[src/rtl/pc_sequencer_pkg.sv]
// Shared op encodings, FSM state type and sizing helper for the PC sequencer.
// Latency: n/a (declarations only).
// Backpressure: n/a. Stack logic is built only when PC_CALL_STACK_EN is defined.
package pc_seq_pkg;

   // Sequencing operations presented by the decoder on i_op
   localparam logic [2:0] OP_NOP  = 3'd0;
   localparam logic [2:0] OP_INC  = 3'd1;
   localparam logic [2:0] OP_JMP  = 3'd2;
   localparam logic [2:0] OP_BR   = 3'd3;
   localparam logic [2:0] OP_CALL = 3'd4;
   localparam logic [2:0] OP_RET  = 3'd5;
   localparam logic [2:0] OP_HALT = 3'd6;

   typedef enum logic [1:0] {
      ST_RUN    = 2'd0,
      ST_HALTED = 2'd1,
      ST_FAULT  = 2'd2
   } seq_state_e;

   // Width needed to count 0..depth valid stack entries
   function automatic int lvl_w(input int depth);
      return $clog2(depth + 1);
   endfunction

endpackage

[src/rtl/pc_sequencer_if.sv]
// Decoder-to-sequencer bundle: op/target/enable/resume in, fetch address and status out.
// Latency: none (wires only).
// Backpressure: i_en stalls the sequencer; no ready signal is returned.
interface pc_sequencer_if #(
   parameter int PC_W        = 11,
   parameter int STACK_DEPTH = 4
) ();
   import pc_seq_pkg::*;

   localparam int LVL_W = lvl_w(STACK_DEPTH);

   logic             i_en;
   logic [2:0]       i_op;
   logic [PC_W-1:0]  i_target;
   logic             i_resume;
   logic [PC_W-1:0]  o_pc;
   logic             o_halted;
   logic             o_fault;
   logic [LVL_W-1:0] o_stack_level;

   // Decoder side
   modport master (
      output i_en, i_op, i_target, i_resume,
      input  o_pc, o_halted, o_fault, o_stack_level
   );

   // Sequencer side
   modport slave (
      input  i_en, i_op, i_target, i_resume,
      output o_pc, o_halted, o_fault, o_stack_level
   );

endinterface

[src/rtl/pc_return_stack.sv]
// LIFO of return addresses; top entry is read combinationally from the register array.
// Latency: push/pop take effect on the next rising edge; top/level/full/empty reflect state.
// Backpressure: push when full and pop when empty are ignored; the caller decides to fault.
module pc_return_stack
   import pc_seq_pkg::*;
#(
   parameter int PC_W        = 11,
   parameter int STACK_DEPTH = 4
) (
   input  logic                        i_clk,
   input  logic                        i_rst,
   input  logic                        push_i,
   input  logic                        pop_i,
   input  logic [PC_W-1:0]             data_i,
   output logic [PC_W-1:0]             top_o,
   output logic [lvl_w(STACK_DEPTH)-1:0] level_o,
   output logic                        full_o,
   output logic                        empty_o
);

   localparam int LVL_W = lvl_w(STACK_DEPTH);
   localparam int IDX_W = (STACK_DEPTH > 1) ? $clog2(STACK_DEPTH) : 1;

   logic [PC_W-1:0]  mem_q [STACK_DEPTH];
   logic [LVL_W-1:0] level_q, level_d;
   logic [LVL_W-1:0] level_m1;
   logic [IDX_W-1:0] wr_idx, rd_idx;
   logic             do_push, do_pop;

   assign full_o   = (level_q == LVL_W'(STACK_DEPTH));
   assign empty_o  = (level_q == '0);
   assign do_push  = push_i && !full_o;
   assign do_pop   = pop_i && !empty_o;
   assign level_m1 = level_q - LVL_W'(1);
   assign wr_idx   = IDX_W'(level_q);
   assign rd_idx   = IDX_W'(level_m1);
   assign top_o    = mem_q[rd_idx];
   assign level_o  = level_q;

   // Next occupancy: push and pop are mutually exclusive by construction
   always_comb begin
      level_d = level_q;
      if (do_push) begin
         level_d = level_q + LVL_W'(1);
      end else if (do_pop) begin
         level_d = level_m1;
      end
   end

   // Occupancy counter; entries themselves need no reset
   always_ff @(posedge i_clk) begin
      if (i_rst) begin
         level_q <= '0;
      end else begin
         level_q <= level_d;
      end
   end

   // Write the pushed return address into the next free slot
   always_ff @(posedge i_clk) begin
      if (do_push) begin
         mem_q[wr_idx] <= data_i;
      end
   end

endmodule

[src/rtl/pc_sequencer.sv]
// Fetch-stage PC sequencer: hold/inc/jump/branch/call/return with halt and fault states.
// Latency: one cycle, op sampled at an edge is visible on o_pc right after it.
// Backpressure: i_en low freezes PC, stack and state; i_resume is honoured regardless of i_en.
// Build option: define PC_CALL_STACK_EN for the return stack; otherwise CALL=JMP, RET=NOP.
module pc_sequencer
   import pc_seq_pkg::*;
#(
   parameter int              PC_W        = 11,
   parameter int              STACK_DEPTH = 4,
   parameter logic [PC_W-1:0] RESET_PC    = '0
) (
   input  logic          i_clk,
   input  logic          i_rst,
   pc_sequencer_if.slave bus
);

   localparam int LVL_W = lvl_w(STACK_DEPTH);

   seq_state_e      state_q;
   logic [PC_W-1:0] pc_q;
   logic            halted_q;
   logic [PC_W-1:0] pc_plus1;
   logic            run_go;

   assign pc_plus1 = pc_q + PC_W'(1);
   assign run_go   = (state_q == ST_RUN) && bus.i_en;

   assign bus.o_pc     = pc_q;
   assign bus.o_halted = halted_q;

`ifdef PC_CALL_STACK_EN
   logic             fault_q;
   logic             stk_push, stk_pop;
   logic [PC_W-1:0]  stk_top;
   logic [LVL_W-1:0] stk_level;
   logic             stk_full, stk_empty;

   // Stack requests come straight from the decoded op so the top is consumed in the same edge
   assign stk_push = run_go && (bus.i_op == OP_CALL);
   assign stk_pop  = run_go && (bus.i_op == OP_RET);

   pc_return_stack #(
      .PC_W        (PC_W),
      .STACK_DEPTH (STACK_DEPTH)
   ) u_stack (
      .i_clk   (i_clk),
      .i_rst   (i_rst),
      .push_i  (stk_push),
      .pop_i   (stk_pop),
      .data_i  (pc_plus1),
      .top_o   (stk_top),
      .level_o (stk_level),
      .full_o  (stk_full),
      .empty_o (stk_empty)
   );

   assign bus.o_fault       = fault_q;
   assign bus.o_stack_level = stk_level;
`else
   assign bus.o_fault       = 1'b0;
   assign bus.o_stack_level = '0;
`endif

   // Sequencing FSM with registered PC and status outputs
   always_ff @(posedge i_clk) begin
      if (i_rst) begin
         state_q  <= ST_RUN;
         pc_q     <= RESET_PC;
         halted_q <= 1'b0;
`ifdef PC_CALL_STACK_EN
         fault_q  <= 1'b0;
`endif
      end else begin
         case (state_q)
            ST_RUN: begin
               if (run_go) begin
                  case (bus.i_op)
                     OP_INC:  pc_q <= pc_plus1;
                     OP_JMP:  pc_q <= bus.i_target;
                     // Offset is PC_W wide, so a plain modulo add is the sign-extended add
                     OP_BR:   pc_q <= pc_q + bus.i_target;
`ifdef PC_CALL_STACK_EN
                     OP_CALL: begin
                        if (stk_full) begin
                           state_q <= ST_FAULT;
                           fault_q <= 1'b1;
                        end else begin
                           pc_q <= bus.i_target;
                        end
                     end
                     OP_RET: begin
                        if (stk_empty) begin
                           state_q <= ST_FAULT;
                           fault_q <= 1'b1;
                        end else begin
                           pc_q <= stk_top;
                        end
                     end
`else
                     OP_CALL: pc_q <= bus.i_target;
`endif
                     OP_HALT: begin
                        pc_q     <= pc_plus1;
                        state_q  <= ST_HALTED;
                        halted_q <= 1'b1;
                     end
                     default: ;
                  endcase
               end
            end
            ST_HALTED: begin
               // The op on the resume edge is dropped; decoding restarts next edge
               if (bus.i_resume) begin
                  state_q  <= ST_RUN;
                  halted_q <= 1'b0;
               end
            end
            ST_FAULT: ;
            default: state_q <= ST_RUN;
         endcase
      end
   end

endmodule

[src/flat_wrapper.sv]
// flat-port wrapper written by rule: the top's interface ports become plain ports
module pc_sequencer_flat import pc_seq_pkg::*;
#(
   parameter int              PC_W        = 11,
   parameter int              STACK_DEPTH = 4,
   parameter logic [PC_W-1:0] RESET_PC    = '0
)
  (i_clk, i_rst, bus_i_en, bus_i_op, bus_i_target, bus_i_resume, bus_o_pc, bus_o_halted, bus_o_fault, bus_o_stack_level);
  pc_sequencer_if #(.PC_W(PC_W), .STACK_DEPTH(STACK_DEPTH)) bus_i ();
  input  logic i_clk;
  input  logic i_rst;
  input wire logic [$bits(bus_i.i_en)-1:0] bus_i_en;
  input wire logic [$bits(bus_i.i_op)-1:0] bus_i_op;
  input wire logic [$bits(bus_i.i_target)-1:0] bus_i_target;
  input wire logic [$bits(bus_i.i_resume)-1:0] bus_i_resume;
  output wire logic [$bits(bus_i.o_pc)-1:0] bus_o_pc;
  output wire logic [$bits(bus_i.o_halted)-1:0] bus_o_halted;
  output wire logic [$bits(bus_i.o_fault)-1:0] bus_o_fault;
  output wire logic [$bits(bus_i.o_stack_level)-1:0] bus_o_stack_level;
  assign bus_i.i_en = bus_i_en;
  assign bus_i.i_op = bus_i_op;
  assign bus_i.i_target = bus_i_target;
  assign bus_i.i_resume = bus_i_resume;
  assign bus_o_pc = bus_i.o_pc;
  assign bus_o_halted = bus_i.o_halted;
  assign bus_o_fault = bus_i.o_fault;
  assign bus_o_stack_level = bus_i.o_stack_level;
  pc_sequencer #(.PC_W(PC_W), .STACK_DEPTH(STACK_DEPTH), .RESET_PC(RESET_PC)) u_core (.i_clk(i_clk), .i_rst(i_rst), .bus(bus_i));
endmodule
[config.mk]
export PLATFORM = sky130hd
export DESIGN_NAME = pc_sequencer_flat
export DESIGN_NICKNAME = d
export VERILOG_FILES = /design/src/rtl/pc_sequencer_pkg.sv /design/src/rtl/pc_sequencer_if.sv /design/src/rtl/pc_return_stack.sv /design/src/rtl/pc_sequencer.sv /design/src/flat_wrapper.sv
export SDC_FILE = /design/constraint.sdc
export NUM_CORES = 1
export LEC_CHECK = 0
export CAP_MARGIN = 5
export CORE_AREA = 3 3 60 48
export CTS_BUF_LIST = sky130_fd_sc_hd__clkbuf_4 sky130_fd_sc_hd__clkbuf_8
export DETAILED_ROUTE_END_ITERATION = 16
export DIE_AREA = 0 0 63 51
export PLACE_DENSITY = 0.86
export REMOVE_ABC_BUFFERS = 1
export SLEW_MARGIN = 30
export SYNTH_ARGS = -nofsm -noshare
export SYNTH_HDL_FRONTEND = slang
export SYNTH_HIERARCHICAL = 1
export SYNTH_SLANG_ARGS = --single-unit
[constraint.sdc]
create_clock -name i_clk -period 5.72 [get_ports i_clk]
set_clock_uncertainty 0.05 [all_clocks]
set_input_delay 1.716 -clock i_clk [delete_from_list [all_inputs] [get_ports i_clk]]
set_output_delay 1.716 -clock i_clk [all_outputs]
set_load 0.02 [all_outputs]
# Word-level counts from Yosys, hierarchy flattened
# Cells that the tools add are included.
[totals] regBits=14 inputBits=18 wordCells=34
[op_classes] addsub=2 eq_ne=10 mux=9 n_bitwise=1 n_reduce_logical=9
[ops] operator="11-bit case mux with 3 select lines" n=1
[ops] operator="11-bit by 1-bit adder with 11-bit output (second input constant)" n=1
[ops] operator="11-bit adder" n=1
[ops] operator="4-bit AND reduction" n=2
[ops] operator="3-bit by 2-bit == test with 1-bit output (second input constant)" n=2
[ops] operator="3-bit == test (second input constant)" n=2
[ops] operator="2-bit two-way mux" n=3
[ops] operator="2-bit case mux with 3 select lines" n=1
[ops] operator="2-bit inequality test (second input constant)" n=2
[ops] operator="2-bit OR reduction" n=2
[ops] operator="3-bit by 1-bit == test with 1-bit output (second input constant)" n=1
[ops] operator="1-bit two-way mux" n=3
[ops] operator="3-bit AND reduction" n=1
[ops] operator="3-bit nonzero test" n=1
[ops] operator="2-bit by 1-bit == test with 1-bit output (second input constant)" n=1
[ops] operator="2-bit == test (second input constant)" n=1
[ops] operator="2-bit logical NOT" n=1
[ops] operator="2-bit by 1-bit inequality test with 1-bit output (second input constant)" n=1
[ops] operator="1-bit case mux with 2 select lines" n=1
[ops] operator="2-bit nonzero test" n=1
[ops] operator="1-bit logical AND" n=1
[ops] operator="1-bit inverter" n=1

# Longest topological paths before layout
# Gate-level depths: netlist (run 1).
[depth] word_depth=4 ltp_mapped=13 mapped_depth_nobuf=12

# Least setup slack after synthesis (run 1)
# Ideal clock, no wire load.
[synth_timing] kind="input port to flip-flop" from="in bus_i_op[2]" to="reg u_core.pc_q[7] (netlist: u_core/bus.o_pc[7])" setup_ns=0.132 arrival_time_ns=3.708 required_time_ns=5.538 path_slack_ns=1.831 stages=11 path_buffers=1 cell_sequence="nand2b_1 -> o21a_1 -> clkbuf_1 -> and2_1 -> ha_1 -> a21oi_2 -> nand2_1 -> or3_1 -> a21oi_1 -> xor2_1 -> o22ai_1"
[synth_between] elab_chain_len=4
[synth_rtl] element="from (decl)" line_no="flat_wrapper.sv:13" source="input wire logic [$bits(bus_i.i_op)-1:0] bus_i_op;"
[synth_rtl] element="3-bit by 2-bit == test with 1-bit output, or another cell as far along" line_no="pc_sequencer.sv:77" source="case (bus.i_op)"
[synth_rtl] element="2-bit OR reduction (no line)"
[synth_rtl] element="3-bit nonzero test (no line)"
[synth_rtl] element="3-bit AND reduction (no line)"
[synth_rtl] element="to (signal assigned)" line_no="pc_sequencer.sv:78" source="OP_INC: pc_q <= pc_plus1;"
[synth_rtl] element="to (signal assigned)" line_no="pc_sequencer.sv:79" source="OP_JMP: pc_q <= bus.i_target;"
[synth_rtl] element="to (signal assigned)" line_no="pc_sequencer.sv:81" source="OP_BR: pc_q <= pc_q + bus.i_target;"
[synth_rtl] element="to (decl)" line_no="pc_sequencer.sv:20" source="logic [PC_W-1:0] pc_q;"
# Parallel ways exist; a longest one is shown, timed or not.
# A chain may end at the register's enable or synchronous reset.

# Worst setup path in the final report (run 1)
[layout_timing] from="in bus_i_op[0]" to="reg u_core.pc_q[10] (netlist: u_core/bus.o_pc[10])"
# Same word-level chain as after synthesis.

==> results.md, run 1 <==
* Status: finished, final reports clean
* Crit Path Class: in -> reg
* Number of enable flip-flop cells after synthesis at 0
* Final Cycle Share at 0.797
* Critical Path, Cell by Cell: clkdlybuf4s50_1 > nand3b_1 > o21a_1 > nand2b_1 > ha_1 > inv_1 > fa_1 > nor2b_1 > o211ai_1 > a31oi_1 > a211oi_1 > o311a_1
* CP required at 5.84 ns
* Port bufs at 29
* DRC errors left at 0
* Pin count of the biggest net entering global routing at 14
* CTS Buf Count at 3
* Grt ovf at 0
* Final hold slack at 0.477 ns
* CP top delay family: compound AO/OA/AOI/OAI gates
* Power per cell area at 206 nW/um2
* Cells after DPL at 203
* Register area share after synthesis at 0.211
* CTS clk-pin slew, worst paths at 0.08 ns
* Global-route wire length before repair at 5.16 mm
* Initial antenna violation count at 0
* Fin nets at 203
* CTS tree: built
* Antenna cell count at 0
* Multi-input gate area at 821 um2
* Number of global-route vias before repair at 1126
* Total GRT Usage at 0.200
* Clk Latency, worst-skew pair at 0.28 ns
* Post-synth design cell area at 1140 um2
* Hold_buf cts at 0
* DRT iter0 DRCs at 59
* CTS Buffer Depth at 2
* Area Growth Syn to Fin at 28.6%
* CORE AREA at 2310 um2
* Critical Path Max Stage Delay at 0.51 ns
* Die Wd at 63 um
* Post-DP HPWL at 2.34 mm
* Fillers at 230
* Slowest cell on the critical path: clkdlybuf4s50_1
* Routed wire per std cell at 14.3 um
* Predominant post-synthesis flop cell: dfxtp_1
* Yosys cell types at 45
* Max Cap Violations at 0
* CP bufs+invs at 2
* Syn avg cell area at 7.80 um2
* Via count at 1144
* Worst Hold Class: reg -> reg
* Maximum vdd drop at 164 uV
* Achievable frequency at 219 MHz
* Non-filler cells, final at 207
* Io pins at 34
* Final hold violation count at 0
* Final setup viols at 0
* Post-synthesis async set-or-reset flop share at 0
* Commonest non-fill, non-tap cell in the layout: clkdlybuf4s50_1
* Critical path peak fanout at 12
* Leakage at 0.585 nW
* RSZ-0062 raised after global routing: false
* Arrival @ worst endpoint at 4.68 ns
* Register area at 240 um2
* Die Y at 51 um
* Post-route ant nets at 0
* Worst-margin pin slew at 0.808 ns
* Most frequent cells in the layout: clkdlybuf4s50_1 (29), dfxtp_1 (12), a21oi_1 (11)
* Initial Util at 0.493
* Initial DRT Pass Iterations at 4
* Post-CTS Setup Repair Bufs at 0
* Relative slew slack at 0.459
* DR vias/cell at 5.53
* Cells after Synth at 146
* Die area at 3210 um2
* Cts repair resizes at 0
* Final min period at 4.56 ns
* H-tree depth at 1
* # rows at 15
* Layout cells sized above 1 at 0.0636
* Synth warn at 6
* Critical path capture point type: flop
* Gpl congestion at 0.919
* Slew Viols, Final at 0
* Synthesis-stage register bit count at 12
* Startpoint Class: primary input
* Clock sink total at 12
* Routed WL at 2.97 mm
* Root buffer cell: clkbuf_4
* Post-route setup TNS at 0 ns
## state kept, by name, summed over array words and instances, names as in the netlist
signal               cells
u_core/bus.o_pc         11
u_core/bus.o_halted      1
## synth_stat cells, drive strengths merged (2+ instances only)
cell | number | area share
a211oi | 6 | 0.044
a21oi | 12 | 0.056
a22oi | 4 | 0.031
and2 | 8 | 0.044
buf | 7 | 0.042
clkbuf | 2 | 0.0066
dfxtp | 12 | 0.21
ha | 10 | 0.11
inv | 9 | 0.030
nand2 | 8 | 0.026
nand2b | 3 | 0.016
nand3 | 3 | 0.018
nor2 | 9 | 0.032
nor2b | 4 | 0.022
nor3 | 6 | 0.031
o211ai | 2 | 0.013
o21a | 4 | 0.026
o21ai | 8 | 0.035
o22ai | 5 | 0.027
o31ai | 2 | 0.018
or3 | 2 | 0.011
xnor2 | 5 | 0.038
xor2 | 2 | 0.015
## routing by layer
layer,global-route usage,wire length [um],part of all wire,vias to the layer above
li1,-,-,-,576
met5,0,0,0,-
met4,0.0403,14,0.0047,0
met1,0.238,1300,0.44,530
met3,0.0549,214,0.072,2
met2,0.361,1440,0.49,36
## worst paths after layout
kind	start	end	slack, ns	cells past startpoint
max reg2reg	u_core/bus.o_pc[0]	u_core/bus.o_pc[10]	3.43	8
min reg2reg	u_core/bus.o_pc[2]	u_core/bus.o_pc[2]	0.48	2
min	u_core/bus.o_pc[2]	u_core/bus.o_pc[2]	0.48	2
max	bus_i_op[0]	u_core/bus.o_pc[10]	1.16	12
## cell type report
class / instances / area share
inverters: 9 / 0.0231
flip-flops and latches: 12 / 0.164
clock buffers: 4 / 0.0248
well taps: 34 / 0.0291
repair buffers: 29 / 0.198
multi-input cells: 119 / 0.561
## kinds of logic (layout without fill, tap and decap cells)
logic type,Yosys count,after routing,share of synthesized area
fa+ha+maj,11,11,0.127
compound gates,49,49,0.295
other cells,1,4,0.00329
simple gates,47,47,0.223
mux,1,1,0.00879
flops,12,12,0.211
buf+inv,18,42,0.0780
xor+xnor,7,7,0.0538
## tightest hold or removal path: cells and delay by family, from the launching register on
kind,cells,cell delay (ns)
flops,1,0.33
simple gates,2,0.15
## where the power goes
part           leakage (nW)  switching [mW]  internal [mW]  total (mW)
clock network        0.0210          0.0310         0.0387      0.0698
registers            0.0987         0.00726         0.0914      0.0986
logic                 0.465          0.0713         0.0619       0.133
## stage by stage
step | setup slack, ns | instance area, um2 | total power [mW] | util
2_1_floorplan | 1.92 | 1090 | 0.185 | -
3_3_place_gp | 1.09 | 1430 | 0.226 | 0.618
4_1_cts | 1.24 | 1460 | 0.303 | 0.634
3_5_place_dp | 0.956 | 1430 | 0.232 | 0.618
5_1_grt | 0.961 | 1460 | 0.324 | 0.634
6_report | 1.16 | 1460 | 0.302 | 0.634
(Power assumes the default switching activity.)
==> run 2, diff against run 1 <==
Clock period 5.72 ns to 4.5 ns, I/O delays scaled along.
==> results.md, run 2 (synthesized netlist as in run 1, its figures left out) <==
* Most frequent cells in the layout: clkdlybuf4s50_1 (29), dfxtp_1 (12), a21oi_1 (11)
* Via count at 1156
* Critical path peak fanout at 12
* Final hold slack at 0.473 ns
* Commonest non-fill, non-tap cell in the layout: clkdlybuf4s50_1
* Clock sink total at 12
* Achievable frequency at 241 MHz
* Final Cycle Share at 0.923
* Grt ovf at 0
* Die Y at 51 um
* Post-CTS Setup Repair Bufs at 0
* Pin count of the biggest net entering global routing at 14
* Final hold violation count at 0
* Final setup viols at 0
* Initial antenna violation count at 0
* Critical Path Max Stage Delay at 0.53 ns
* Hold Path End: u_core/bus.o_pc[2]
* CTS clk-pin slew, worst paths at 0.09 ns
* Routed WL at 3.05 mm
* CP bufs+invs at 2
* Layout cells sized above 1 at 0.0636
* WL met1 at 1.27 mm
* H-tree depth at 1
* Port bufs at 29
* Reg2reg end: u_core/bus.o_pc[10]
* Hold path start: u_core/bus.o_pc[2]
* Reg2reg start: u_core/bus.o_pc[0]
* Cells after DPL at 203
* Startpoint Class: primary input
* Crit Path Class: in -> reg
* Antenna cell count at 0
* Final min period at 4.15 ns
* Number of global-route vias before repair at 1163
* Maximum vdd drop at 156 uV
* Global-route wire length before repair at 5.22 mm
* Metal2 WL at 1.50 mm
* Critical path capture point type: flop
* Leakage at 0.585 nW
* Worst Reg-to-Reg Cells at 8
* Max Cap Violations at 0
* CTS Buf Count at 3
* Fin nets at 203
* Initial Util at 0.493
* Root buffer cell: clkbuf_4
* Cts repair resizes at 0
* Hold_buf cts at 0
* Worst-margin pin slew at 0.939 ns
* DR top layer: met4
* CTS Buffer Depth at 2
* Arrival @ worst endpoint at 4.29 ns
* Power per cell area at 264 nW/um2
* Routed wire per std cell at 14.7 um
* Status: finished, final reports clean
* DRC errors left at 0
* Post-route ant nets at 0
* Relative slew slack at 0.372
* Critical Path, Cell by Cell: clkdlybuf4s50_1 > nand3b_1 > o21a_1 > nand2b_1 > ha_1 > inv_1 > fa_1 > nor2b_1 > o211ai_1 > a31oi_1 > a211oi_1 > o311a_1
* Gpl congestion at 0.929
* Slew Viols, Final at 0
* DR vias/cell at 5.58
* Die Wd at 63 um
* CORE AREA at 2310 um2
* CTS tree: built
* WL met3 at 248 um
* R2R Setup Slk at 2.23 ns
* CP required at 4.63 ns
* Io pins at 34
* Slowest cell on the critical path: clkdlybuf4s50_1
* Clk Latency, worst-skew pair at 0.29 ns
* Fillers at 237
* Area Growth Syn to Fin at 28.6%
* RSZ-0062 raised after global routing: false
* Post-route setup TNS at 0 ns
* DRT iter0 DRCs at 49
* Total GRT Usage at 0.207
* WHS Path Cells at 2
* CP top delay family: compound AO/OA/AOI/OAI gates
* Max FFs per register at 11
* Initial DRT Pass Iterations at 4
* Die area at 3210 um2
* Non-filler cells, final at 207
* Worst Hold Class: reg -> reg
* Post-DP HPWL at 2.35 mm
* # rows at 15
-- run 2: cell counts in the layout (fill, tap and decap cells not counted) --
No cell type changed its count.
-- run 2: power breakdown --
group / leakage [nW] / switching [mW] / internal, mW
Sequential: 0.0987 / 0.00890 / 0.116
Clock: 0.0210 / 0.0417 / 0.0493
Combinational: 0.465 / 0.0914 / 0.0788
-- run 2: per-stage QoR --
step	power [mW]	utilization	setup slack [ns]	instance area [um2]
2_1_floorplan	0.236	-	1.06	1090
6_report	0.386	0.634	0.346	1460
5_1_grt	0.413	0.634	0.176	1460
3_3_place_gp	0.288	0.618	0.236	1430
3_5_place_dp	0.295	0.618	0.148	1430
4_1_cts	0.389	0.634	0.445	1460
-- run 2: cell type report --
class                   count  area, um2  share of cell area
multi-input cells         119        821               0.561
flip-flops and latches     12        240               0.164
well taps                  34       42.5              0.0291
repair buffers             29        290               0.198
clock buffers               4       36.3              0.0248
inverters                   9       33.8              0.0231
-- run 2: how the worst max path moves through the flow --
stage / start / end / slack, ns / cells past startpoint
floorplan: bus_i_op[2] / u_core/bus.o_pc[10] / 1.06 / 11
detailed placement: bus_i_op[0] / u_core/bus.o_pc[10] / 0.15 / 12
finish: bus_i_op[0] / u_core/bus.o_pc[10] / 0.35 / 12
CTS: bus_i_op[0] / u_core/bus.o_pc[10] / 0.45 / 12
global route: bus_i_op[0] / u_core/bus.o_pc[10] / 0.18 / 13
global placement: bus_i_op[0] / u_core/bus.o_pc[10] / 0.24 / 12
-- run 2: worst reg2reg max path: cells and delay by family (launching register included) --
| kind | cells | cell delay [ns] |
|---|---|---|
| AO/OA/AOI/OAI | 4 | 0.89 |
| adder cells (fa/ha/maj) | 2 | 0.56 |
| flip-flops | 1 | 0.37 |
| AND/OR/NAND/NOR | 1 | 0.24 |
| buffers and inverters | 1 | 0.06 |
-- run 2: routing by layer --
metal,vias up,GRT usage
li1,577,-
met1,524,0.237
met2,51,0.352
met3,4,0.0637
met4,0,0.0989
met5,-,0
==> patch: new RTL, settings of run 2 <==
Reset style: asynchronous (`i_rst`), changed in one clocked block.
--- a/src/rtl/pc_sequencer.sv
+++ b/src/rtl/pc_sequencer.sv
@@ -62,7 +62,7 @@
 `endif
 
    // Sequencing FSM with registered PC and status outputs
-   always_ff @(posedge i_clk) begin
+   always_ff @(posedge i_clk or posedge i_rst) begin
       if (i_rst) begin
          state_q  <= ST_RUN;
          pc_q     <= RESET_PC;
Formal check against the unedited RTL: differs if i_rst is asserted again (counterexample within 4 cycles, from zero or initial values and one cycle with i_rst high); with i_rst held inactive, the same outputs for 10 cycles.
==> patch against run 2 <==
- sequential share of layout area up 3.6 points
- synthesized area up 2.2%
- final area up 2.3%
- sequential cell count unchanged
- worst setup slack better by 0.091 ns
- routed wire length down 9.6%
- critical endpoint is now u_core/bus.o_pc[9]
Power is not compared: it rests on default switching activity, and its combinational part moved more than twofold at a synthesized area within 25%.
==> patch: results (changes against run 2) <==
Status
The run finished with clean final reports.

Logic synthesis
By count the netlist is led by 16 x sky130_fd_sc_hd__nand2_1, 12 x sky130_fd_sc_hd__dfrtp_1, 10 x sky130_fd_sc_hd__a21oi_1, 10 x sky130_fd_sc_hd__ha_1, 10 x sky130_fd_sc_hd__o21ai_0. The share of synthesized area occupied by flip-flops and latches is 25.8% (+4.7 points). The average size of a mapped cell came to 8.43 µm² (+8.1%).

Ranked by total cell area, the synthesized netlist is headed by sky130_fd_sc_hd__dfrtp_1 26%, sky130_fd_sc_hd__ha_1 11%, sky130_fd_sc_hd__nand2_1 5.2%, sky130_fd_sc_hd__a21oi_1 4.3%, sky130_fd_sc_hd__and2_1 4.3%. The predominant post-synthesis flop cell is sky130_fd_sc_hd__dfrtp_1. The distinct cell type count after synthesis is 41 (-8.9%). The share of synthesized flip-flops with an asynchronous set or reset is 100% (+100 points).

Final layout
The post-route non-filler standard cell count is 201 (-2.9%). The antenna diode count is 0 (unchanged). The share of final-layout standard cells stronger than drive strength 1 is 6.59% (+0.23 points).

The number of filler instances in the final layout was 207 (-13%).

Setup path
The worst reg-to-reg path cell count came to 9 (+1). The largest driver fanout on the critical path is 13 (+1). The endpoint identified for the worst register-to-register timing path is u_core/bus.o_pc[10].

The arrival time of the worst setup path is 4.15 ns (-0.14 ns). The source of the worst register-to-register timing path is u_core/bus.o_pc[0].

Place
The number of placed cells counting well taps was 198 (-2.5%). The setup slack after placement is 0.186 ns (+0.0385 ns). The last weighted congestion value of the routability-driven placer is 0.821 (-12%). The detailed-placement wirelength estimate is 2160 µm (-8.0%). The placement-stage cell area is 1480 µm² (+3.3%).

Power
The worst vdd rail ir drop is 0.231 mV.

Global route
The largest net degree at the start of global routing was 19 (+5). The overall track demand over capacity in global routing is 18.2% (-2.5 points). The global-route wire length before repair was 4660 µm (-11%).

The number of global-route vias before repair came to 1,049 (-9.8%).

CTS
The clock-pin transition on the worst setup and hold timing paths is 0.07 ns (-0.02 ns). The depth of the CTS H-tree is 1 (unchanged). The source-to-sink clock delay at the later pin of the worst-skew pair is 0.27 ns (-0.02 ns). The CTS buffer count is 3 (unchanged). The clock tree buffer depth came to 2 (unchanged).

Worst hold path
The hold path depth was 2 (unchanged). The worst hold path begins at u_core/bus.o_pc[0]. In this run the worst hold path is classified as flip-flop to flip-flop.

For hold timing, the worst endpoint is u_core/bus.o_pc[0].

Timing
The final-layout worst hold slack came to 0.473 ns (+0.000167 ns). The transition time at the pin with the least slew margin was 0.784 ns (-0.155 ns).

Route
The average wire per standard cell is 13.7 µm (-6.9%). The total via count after detailed routing is 1,125 (-2.7%). The iteration-0 DRC count of the detailed router is 39 (-20%).
==> patch: cell count changes after synthesis, sizes merged, moves of 4 or more <==
cell | run 2 | this run
nand2 | 8 | 16
inv | 9 | 4
nor3 | 6 | 2
dfxtp | 12 | 0
dfrtp | 0 | 12
o22ai | 5 | 0
==> patch: power by group <==
group | switching (mW) | leakage (nW) | internal [mW] | total, mW
registers | 0.0422 | 0.147 | 0.152 | 0.194
logic | 0.277 | 0.483 | 0.261 | 0.538
clock network | 0.0364 | 0.0138 | 0.0310 | 0.0674
total | 0.355 | 0.643 | 0.444 | 0.800
==> patch: cell families after synthesis <==
group / after synthesis / synth area share [%]
simple gates: 50 / 22.9
compound gates: 42 / 24.9
flops: 12 / 25.8
buf+inv: 12 / 5.38
fa+ha+maj: 11 / 12.5
xor+xnor: 5 / 3.76
mux: 5 / 4.41
other cells: 1 / 0.322
==> patch: area by class of cell <==
class / instances / area (µm²) / share of cell area (%)
inverters: 4 / 15.0 / 1.00
repair buffers: 31 / 305 / 20.4
flip-flops and latches: 12 / 300 / 20.1
multi-input cells: 117 / 812 / 54.2
well taps: 34 / 42.5 / 2.84
clock buffers: 3 / 22.5 / 1.50
==> patch: how the worst max path moves through the flow <==
| stage | startpoint | end | slack, ns |
|---|---|---|---|
| final | bus_i_op[2] | u_core/bus.o_pc[9] | 0.44 |
| after global placement | bus_i_op[0] | u_core/bus.o_pc[9] | 0.27 |
| after floorplan | bus_i_op[2] | u_core/bus.o_pc[10] | 0.75 |
| after CTS | bus_i_op[2] | u_core/bus.o_pc[9] | 0.44 |
| after detailed placement | bus_i_op[2] | u_core/bus.o_pc[9] | 0.19 |
| after global routing | bus_i_op[0] | u_core/bus.o_pc[5] | 0.26 |
==> patch: worst max-delay path: stages <==
cell and delay, ns:
sky130_fd_sc_hd__clkdlybuf4s50_1 0.55, sky130_fd_sc_hd__nor2b_1 0.20, sky130_fd_sc_hd__a21oi_1 0.10, sky130_fd_sc_hd__buf_4 0.19
sky130_fd_sc_hd__nand2_1 0.12, sky130_fd_sc_hd__inv_1 0.05, sky130_fd_sc_hd__ha_1 0.28, sky130_fd_sc_hd__a211oi_1 0.30
sky130_fd_sc_hd__nor2_1 0.11, sky130_fd_sc_hd__o31ai_1 0.42, sky130_fd_sc_hd__a22oi_1 0.16, sky130_fd_sc_hd__xnor2_1 0.17
sky130_fd_sc_hd__o221ai_1 0.15
==> patch: routing by layer <==
layer / wire length, µm / part of all wire (%) / track usage (%) / up-vias
met4: 31 / 1.1 / 5.49 / 0
li1: - / - / - / 548
met1: 1290 / 47 / 22.9 / 535
met3: 189 / 6.9 / 4.40 / 4
met5: 0 / 0 / 0 / -
met2: 1250 / 45 / 30.8 / 38
